[src/rtl/encoder_frontend.sv]
// encoder_frontend: synchronizes and deglitches raw A/B/Z encoder pins,
// then decodes clean A/B into 4x step/dir pulses plus index and error events.
// Ports:
//   clk, rst                 : clock, synchronous active-high reset
//   in_a, in_b, in_z         : raw asynchronous encoder pins
//   a_clean, b_clean, z_clean: filtered levels
//   step, dir                : one-cycle step pulse, direction (1 = B leads)
//   index                    : one-cycle pulse on z_clean rising edge
//   err, err_count           : illegal A/B transition pulse, saturating count
module encoder_frontend #(
    parameter int SYNC_STAGES = 2,
    parameter int FILTER_LEN  = 4
) (
    input  logic       clk,
    input  logic       rst,
    input  logic       in_a,
    input  logic       in_b,
    input  logic       in_z,
    output logic       a_clean,
    output logic       b_clean,
    output logic       z_clean,
    output logic       step,
    output logic       dir,
    output logic       index,
    output logic       err,
    output logic [7:0] err_count
);

    typedef enum logic {
        INIT = 1'b0,
        RUN  = 1'b1
    } state_t;

    localparam logic [3:0] FiltLen  = 4'(FILTER_LEN);
    localparam logic [4:0] InitLast = 5'(SYNC_STAGES + FILTER_LEN - 1);

    // Channel order in the per-channel vectors: 0 = A, 1 = B, 2 = Z
    logic [2:0]                  rawPins;
    logic [2:0][SYNC_STAGES-1:0] syncQ;
    logic [2:0]                  syncOut;
    logic [2:0][3:0]             filtCnt;
    logic [2:0]                  cleanQ;

    state_t     stateQ;
    state_t     stateD;
    logic [4:0] initCnt;
    logic       running;

    logic [1:0] prevAb;
    logic [1:0] curAb;
    logic [1:0] abDiff;
    logic       prevZ;
    logic       stepQ;
    logic       dirQ;
    logic       indexQ;
    logic       errQ;
    logic [7:0] errCntQ;

    assign rawPins = {in_z, in_b, in_a};

    always_comb begin
        for (int ch = 0; ch < 3; ch++) begin
            syncOut[ch] = syncQ[ch][SYNC_STAGES-1];
        end
    end

    always_ff @(posedge clk) begin
        if (rst) begin
            syncQ <= '0;
        end else begin
            for (int ch = 0; ch < 3; ch++) begin
                syncQ[ch] <= {syncQ[ch][SYNC_STAGES-2:0], rawPins[ch]};
            end
        end
    end

    always_ff @(posedge clk) begin
        if (rst) begin
            stateQ  <= INIT;
            initCnt <= '0;
        end else begin
            stateQ <= stateD;
            if (stateQ == INIT) begin
                initCnt <= initCnt + 5'd1;
            end
        end
    end

    always_comb begin
        stateD  = stateQ;
        running = 1'b0;
        case (stateQ)
            INIT: begin
                if (initCnt == InitLast) begin
                    stateD = RUN;
                end
            end
            RUN: begin
                running = 1'b1;
            end
            default: stateD = INIT;
        endcase
    end

    // While in INIT the clean levels track the synchronizer directly so
    // that the decoder starts from the real pin state after reset.
    always_ff @(posedge clk) begin
        if (rst) begin
            cleanQ  <= '0;
            filtCnt <= '0;
        end else if (!running) begin
            cleanQ  <= syncOut;
            filtCnt <= '0;
        end else begin
            for (int ch = 0; ch < 3; ch++) begin
                if (syncOut[ch] == cleanQ[ch]) begin
                    filtCnt[ch] <= '0;
                end else if (filtCnt[ch] + 4'd1 == FiltLen) begin
                    cleanQ[ch]  <= syncOut[ch];
                    filtCnt[ch] <= '0;
                end else begin
                    filtCnt[ch] <= filtCnt[ch] + 4'd1;
                end
            end
        end
    end

    assign curAb  = {cleanQ[0], cleanQ[1]};
    assign abDiff = prevAb ^ curAb;

    // A single-bit change is a legal step; A_prev ^ B_cur is 0 exactly
    // for the forward (A leads) Gray transitions.
    always_ff @(posedge clk) begin
        if (rst) begin
            prevAb  <= '0;
            prevZ   <= 1'b0;
            stepQ   <= 1'b0;
            dirQ    <= 1'b0;
            indexQ  <= 1'b0;
            errQ    <= 1'b0;
            errCntQ <= '0;
        end else if (!running) begin
            prevAb <= {syncOut[0], syncOut[1]};
            prevZ  <= syncOut[2];
            stepQ  <= 1'b0;
            indexQ <= 1'b0;
            errQ   <= 1'b0;
        end else begin
            prevAb <= curAb;
            prevZ  <= cleanQ[2];
            stepQ  <= ^abDiff;
            errQ   <= &abDiff;
            indexQ <= cleanQ[2] & ~prevZ;
            if (^abDiff) begin
                dirQ <= prevAb[1] ^ curAb[0];
            end
            if ((&abDiff) && (errCntQ != 8'hFF)) begin
                errCntQ <= errCntQ + 8'd1;
            end
        end
    end

    assign a_clean   = cleanQ[0];
    assign b_clean   = cleanQ[1];
    assign z_clean   = cleanQ[2];
    assign step      = stepQ;
    assign dir       = dirQ;
    assign index     = indexQ;
    assign err       = errQ;
    assign err_count = errCntQ;

endmodule

[config.mk]
export PLATFORM = sky130hd
export DESIGN_NAME = encoder_frontend
export DESIGN_NICKNAME = d
export VERILOG_FILES = /design/src/rtl/encoder_frontend.sv
export SDC_FILE = /design/constraint.sdc
export NUM_CORES = 1
export LEC_CHECK = 0
export BUFFER_PORTS_ARGS = -buffer_cell sky130_fd_sc_hd__buf_2
export CAP_MARGIN = 20
export CELL_PAD_IN_SITES_DETAIL_PLACEMENT = 0
export CELL_PAD_IN_SITES_GLOBAL_PLACEMENT = 2
export CORE_MARGIN = 2
export CORE_UTILIZATION = 35
export CTS_CLUSTER_SIZE = 12
export DETAILED_ROUTE_END_ITERATION = 8
export PLACE_DENSITY = 0.75
export SYNTH_ARGS = -nofsm -noshare
export SYNTH_HDL_FRONTEND = slang
export SYNTH_SLANG_ARGS = --single-unit
[constraint.sdc]
create_clock -name clk -period 1.9 [get_ports clk]
set_input_delay 0.38 -clock clk [delete_from_list [all_inputs] [get_ports clk]]
set_output_delay 0.38 -clock clk [all_outputs]
set_load 0.01 [all_outputs]
## Word level (Yosys, flattened, before mapping)

Cells that the tools add are included.

- Bitwise gates (word level): 5
- Eq/ne operators: 14
- $add $sub $neg: 5
- Multiplexer cells: 12
- Reductions and logical operators: 12

Operator list:

| operator | count |
|---|---|
| 4-bit by 1-bit adder with 4-bit output (second input constant) | 3 |
| 4-bit by 3-bit equality test with 1-bit output (second input constant) | 3 |
| 2-bit AND reduction | 6 |
| 4-bit OR reduction | 3 |
| 1-bit 2-to-1 mux | 10 |
| 8-bit by 1-bit adder with 8-bit output (second input constant) | 1 |
| 8-bit inequality test (second input constant) | 1 |
| 2-bit by 1-bit inequality test with 1-bit output (second input constant) | 3 |
| 2-bit inequality test (second input constant) | 3 |
| 5-bit by 1-bit adder with 5-bit output (second input constant) | 1 |
| 5-bit by 3-bit equality test with 1-bit output (second input constant) | 1 |
| 1-bit equality test | 3 |
| 3-bit 2-to-1 mux | 1 |
| 2-bit 2-to-1 mux | 1 |
| 1-bit NOT | 2 |
| 2-bit OR reduction | 1 |
| 2-bit parity | 1 |
| 2-bit XOR | 1 |
| 1-bit bitwise AND | 1 |
| 1-bit logical AND | 1 |
| 1-bit XOR | 1 |

- Bits in registers: 42
- Input bits: 5

## Longest topological paths before layout

Gate-level depths: netlist of run 1.

- Depth in word-level cells: 5
- Depth in mapped cells: 7
- Depth with buffers taken out: 6

## Worst setup path before layout of run 1

OpenSTA, ideal clock, no wires.

- Path kind: flip-flop to flip-flop
- From: register cleanQ[1]
- To: register errCntQ[6] (netlist: err_count[6])
- Buffers on the path: 1
- Setup slack: 0.113 ns
- Data required time: 1.829 ns
- Cell stages (with the launch flop): 8
- Arrival: 1.717 ns
- Cells stage by stage: dfxtp_1 -> clkbuf_1 -> xor2_1 -> ha_1 -> and2_1 -> o21ai_2 -> or4_1 -> a21oi_1

- Longest elaborated chain between the ends: 4

RTL lines:

| element | RTL line | text |
|---|---|---|
| start: declaration | 42 | `logic [2:0] cleanQ;` |
| start signal: assignment | 112 | `cleanQ <= syncOut;` |
| start signal: indexed assignment | 119 | `cleanQ[ch] <= syncOut[ch];` |
| 2-bit XOR | 129 | `assign abDiff = prevAb ^ curAb;` |
| 2-bit AND reduction | 157 | `if ((&abDiff) && (errCntQ != 8'hFF)) begin` |
| 1-bit logical AND | 157 |  |
| 2-bit AND reduction (no source line) | -- |  |
| end signal: assignment | 158 | `errCntQ <= errCntQ + 8'd1;` |
| end: declaration | 57 | `logic [7:0] errCntQ;` |

Every way passes these cells.
A chain may end at the register's enable or synchronous reset.

## Final worst setup path of run 1

- From: register cleanQ[0]
- To: register errCntQ[6] (netlist: err_count[6])

Same word-level chain as after synthesis.

==> flow_summary.toml, run 1 <==
[final_layout]
layout.cells.non_filler = 256
drive_above_1_share = 0.173
nNetsFinal = 213
fill_cells = 465
diodes = 0
area_delta_synth_final_pct = 15.5

[routing]
remaining_drc_errors = 0
vias_per_cell = 4.69
ant_nets = 0
wl_per_cell_um = 11.5
wl_um = 2950
drt_first_pass_iters = 4
vias = 1201
drt_iter0_drc = 36

[sta]
hold_violations = 0
max_clock_freq_mhz = 581
worst_slew_pin_slew_ns = 0.381
period_minus_slack_ns = 1.72
rsz0062_at_grt = "false"
slew_violations = 0
final.setup.tns_ns = 0
finalClockSkew_ns = 0.00534
holdWs_ns = 0.299
final-setup-viol-count = 0
final.period_utilization = 0.906
max-slew-margin-rel = 0.746

[cts]
clock_latency_ns = 0.29
cts_made_buffers = 5
cts_root_buffer = "clkbuf_8"
ctsResizeCount = 0
cts_sinks = 42
cts_tree = "done"
post-cts-setup-buffers = 0
hold_buffers = 0
htreeDepth = 2
cts_max_path_buffers = 2
clkSlewWorstSetupHoldPaths_ns = 0.07

[floorplanning]
die_h_um = 73.1
die_w_um = 73.1
start_util = 0.358
std_cell_rows = 25
io_pins = 20
core_um2 = 4660
dieArea_um2 = 5340

[synth]
synthCells = 177
synthTopCellsByArea = "dfxtp_1 50%, nor2_1 6.3%, xor2_1 6.3%, ha_1 5.2%, xnor2_1 4.7%"
yosysTopAreaCell = "dfxtp_1"
syn-num-nets = 189
synth-seq-cells = 42
mappedNetlistArea_um2 = 1670
avgSynthCellArea_um2 = 9.43
synth_top_area_frac = 0.504
yosys_warnings = 0
synth_cell_type_count = 28
ys_seq_area_frac = 0.504

[pwr]
vdd_ir_drop_max_uv = 392
p_leak_uw = 0.000828
power_density_nw_per_um2 = 812

[critical_path]
start_kind = "register"
worstPathArrival_ns = 1.95
cp-end-kind = "register"
path_max_fanout = 6
required_ns = 2.13
critPathKind = "register to register"
reg2reg_depth = 6

[min_path]
worst_hold_path_type = "input pin to register"
whs_path_depth = 2

[global_route]
grt_max_degree = 31
grt_usage = 0.125
grt-ovfl-total = 0
grt_first_pass_wirelength_um = 5050
grt_pass1_vias = 1158
grt_antenna_before_repair = 0

[placed_design]
io_buffers = 19
place_hpwl_um = 2170
dp.cells = 248
gpl.final_weighted_congestion = 0.759

[run_status]
status = "completed"

[run]
maxCapViolCount = 0
[cells by family after synthesis]
family,share of synthesized area
buffers and inverters,0.0262
AO/OA/AOI/OAI,0.0547
adder cells (fa/ha/maj),0.0525
XOR/XNOR,0.110
multiplexers,0.0180
flip-flops,0.504
AND/OR/NAND/NOR,0.235
[through the flow]
stage                     setup WS [ns]  power, uW  cell area (um^2)   util
after floorplan                   0.113        982              1670      -
after global placement            0.235       1000              1840  0.394
after detailed placement          0.185       1010              1840  0.394
after CTS                         0.167       1600              1930  0.414
after global routing             0.0367       1650              1930  0.414
final                             0.178       1570              1930  0.414
[cell usage in the layout, fill, tap and decap left out, drive strengths merged, types with 3 or more instances in the layout]
master  instances
and3            4
a21oi           8
dfxtp          42
xor2           12
nand2          12
mux2i           3
inv             5
buf            23
ha              7
clkbuf          7
or3b            3
xnor2           9
nor2           28
nand3          12
nor2b           9
[layout make-up]
cell class                 instances  area (um^2)  area share
timing repair buffer              23          125      0.0649
tap                               54         67.6      0.0350
clock buffer                       7         86.3      0.0448
multi-input combinational        124          785       0.407
inverter                           5         18.8     0.00973
clock inverter                     1         5.00     0.00260
sequential                        42          841       0.436
[cell usage after synthesis, drive strengths merged]
cell	count
nand3	12
xnor2	9
inv	5
a2111oi	1
clkbuf	4
nand4	2
or3b	3
and2	2
and3	4
nand2	12
o211ai	2
and4	1
nor2b	9
mux2i	3
nand2b	1
a21oi	8
o31ai	1
o21ai	2
dfxtp	42
xor2	12
or4	1
buf	2
nor4bb	1
ha	7
or3	1
nor2	28
nor3	2
[report_power, final]
part | total (uW) | switching, uW | internal, uW | leakage, uW
Combinational | 71.2 | 38.5 | 32.8 | 0.000439
Sequential | 913 | 14.4 | 898 | 0.000341
Clock | 582 | 289 | 293 | 0.0000482
[layer usage]
metal | global-route usage | part of all wire | up-vias
li1 | - | - | 632
met1 | 0.144 | 0.46 | 538
met2 | 0.208 | 0.47 | 24
met3 | 0.0359 | 0.048 | 7
met4 | 0.0679 | 0.023 | 0
met5 | 0 | 0 | -
[state kept, by name, summed over array words and instances, names as in the netlist]
name / count
step: 1
prevZ: 1
filtCnt: 12
initCnt: 5
syncOut: 3
cleanQ: 3
err: 1
stateQ: 1
prevAb: 2
syncQ: 3
dir: 1
err_count: 8
index: 1
[final timing paths]
kind	from	slack, ns	endpoint
worst min register to register	prevZ	0.39	index
worst min-delay path	in_z	0.30	syncQ[4]
worst max-delay path	cleanQ[0]	0.18	err_count[6]
worst max register to register	cleanQ[0]	0.18	err_count[6]
[critical path: stages, from the launching register on]
cell and delay, ns:
dfxtp_1 0.42, xor2_1 0.18, ha_1 0.18, and2_1 0.20
o21ai_2 0.13, or4_1 0.41, a21oi_1 0.15
No activity file was read; power rests on OpenSTA's default activity.
==> inputs of run 2 (changes only) <==
- MAX_ROUTING_LAYER: unset -> met4
==> flow_summary.toml, run 2 (same netlist as run 1, synthesis figures left out) <==
[global_route]
grt_antenna_before_repair = 0
grt_first_pass_wirelength_um = 5060
grt_usage = 0.129
grt_pass1_vias = 1157
grt-ovfl-total = 0
grt_max_degree = 31

[critical_path]
worstPathArrival_ns = 1.96
critPathKind = "register to register"
r2r_end = "err_count[6]"
regToRegSetupSlack_ns = 0.17
start_kind = "register"
cp-end-kind = "register"
path_max_fanout = 6
reg2reg_depth = 6
r2r-start = "cleanQ[0]"
required_ns = 2.13

[floorplanning]
dieArea_um2 = 5340
start_util = 0.358
std_cell_rows = 25
core_um2 = 4660
die_w_um = 73.1
die_h_um = 73.1
io_pins = 20

[sta]
setup_ws_ns = 0.171
final.setup.tns_ns = 0
hold_violations = 0
slew_violations = 0
max-slew-margin-rel = 0.745
period_minus_slack_ns = 1.73
finalClockSkew_ns = 0.00544
final.period_utilization = 0.910
max_clock_freq_mhz = 578
final-setup-viol-count = 0
worst_slew_pin_slew_ns = 0.382
rsz0062_at_grt = "false"

[final_layout]
largest_register_ffs = 12
top_register = "filtCnt"
fill_cells = 465
diodes = 0
drive_above_1_share = 0.173
seqCellArea_um2 = 841
final_area_um2 = 1930
multi_input_area_um2 = 785
layout_commonest_cell = "dfxtp_1"
area_delta_synth_final_pct = 15.5
final_cell_mix = "42 x dfxtp_1, 28 x nor2_1, 19 x buf_2"
nNetsFinal = 213

[cts]
cts_tree = "done"
clock_latency_ns = 0.29
cts_max_path_buffers = 2
hold_buffers = 0
cts_sinks = 42
cts_root_buffer = "clkbuf_8"
htreeDepth = 2
clkSlewWorstSetupHoldPaths_ns = 0.07
ctsResizeCount = 0
cts_made_buffers = 5
post-cts-setup-buffers = 0

[placed_design]
io_buffers = 19
place_ws_ns = 0.185
place_area_um2 = 1840
place_hpwl_um = 2170
gpl.final_weighted_congestion = 0.769

[routing]
wl_per_cell_um = 11.5
ant_nets = 0
vias_per_cell = 4.70
drt_iter0_drc = 42
vias = 1203
wl_um = 2960
remaining_drc_errors = 0
drt_first_pass_iters = 4

[run]
maxCapViolCount = 0

[pwr]
p_leak_uw = 0.000828
p_total_uw = 1560
vdd_ir_drop_max_uv = 392
power_density_nw_per_um2 = 811

[min_path]
whs_path_depth = 2
min_from = "in_z"
hold_end = "syncQ[4]"
worst_hold_path_type = "input pin to register"

[run_status]
status = "completed"
## run 2: cell counts in the layout (fill, tap and decap cells not counted)
Identical to the previous run, type by type.
## run 2: critical path, cell delays in order (launching register included)
cell     delay (ns)
dfxtp_1        0.43
xor2_1         0.18
ha_1           0.18
and2_1         0.20
o21ai_2        0.13
or4_1          0.41
a21oi_1        0.15
## run 2: worst max-delay path by stage
| stage | startpoint | endpoint | slack [ns] |
|---|---|---|---|
| after detailed placement | cleanQ[0] | err_count[6] | 0.19 |
| after CTS | cleanQ[0] | err_count[6] | 0.17 |
| final | cleanQ[0] | err_count[6] | 0.17 |
| after global routing | cleanQ[0] | err_count[6] | 0.04 |
| after floorplan | cleanQ[1] | err_count[6] | 0.11 |
| after global placement | cleanQ[0] | err_count[6] | 0.23 |
## run 2: cell type report
| class | instances | area share |
|---|---|---|
| Clock buffer | 7 | 0.0448 |
| Clock inverter | 1 | 0.00260 |
| Inverter | 5 | 0.00973 |
| Multi-Input combinational cell | 124 | 0.407 |
| Sequential cell | 42 | 0.436 |
| Tap cell | 54 | 0.0350 |
| Timing Repair Buffer | 23 | 0.0649 |
## run 2: stage by stage
step                hold WS (ns)  utilization  cells
CTS                        0.292        0.414    256
detailed placement         0.381        0.394    248
global route               0.300        0.414    256
finish                     0.300        0.414    256
global placement           0.384        0.394    248
floorplan                  0.373            -    177
## run 2: power breakdown
part           internal [uW]  switching [uW]  total, uW
clock                    293             288        581
sequential               898            14.5        913
combinational           32.8            38.5       71.2
total                   1220             341       1560
## run 2: metal layers
layer / vias to the layer above / wire, um / global-route usage
met2: 24 / 1380 / 0.208
met3: 7 / 126 / 0.0331
met5: - / 0 / -
li1: 632 / - / -
met1: 540 / 1380 / 0.146
met4: 0 / 68 / 0.0679
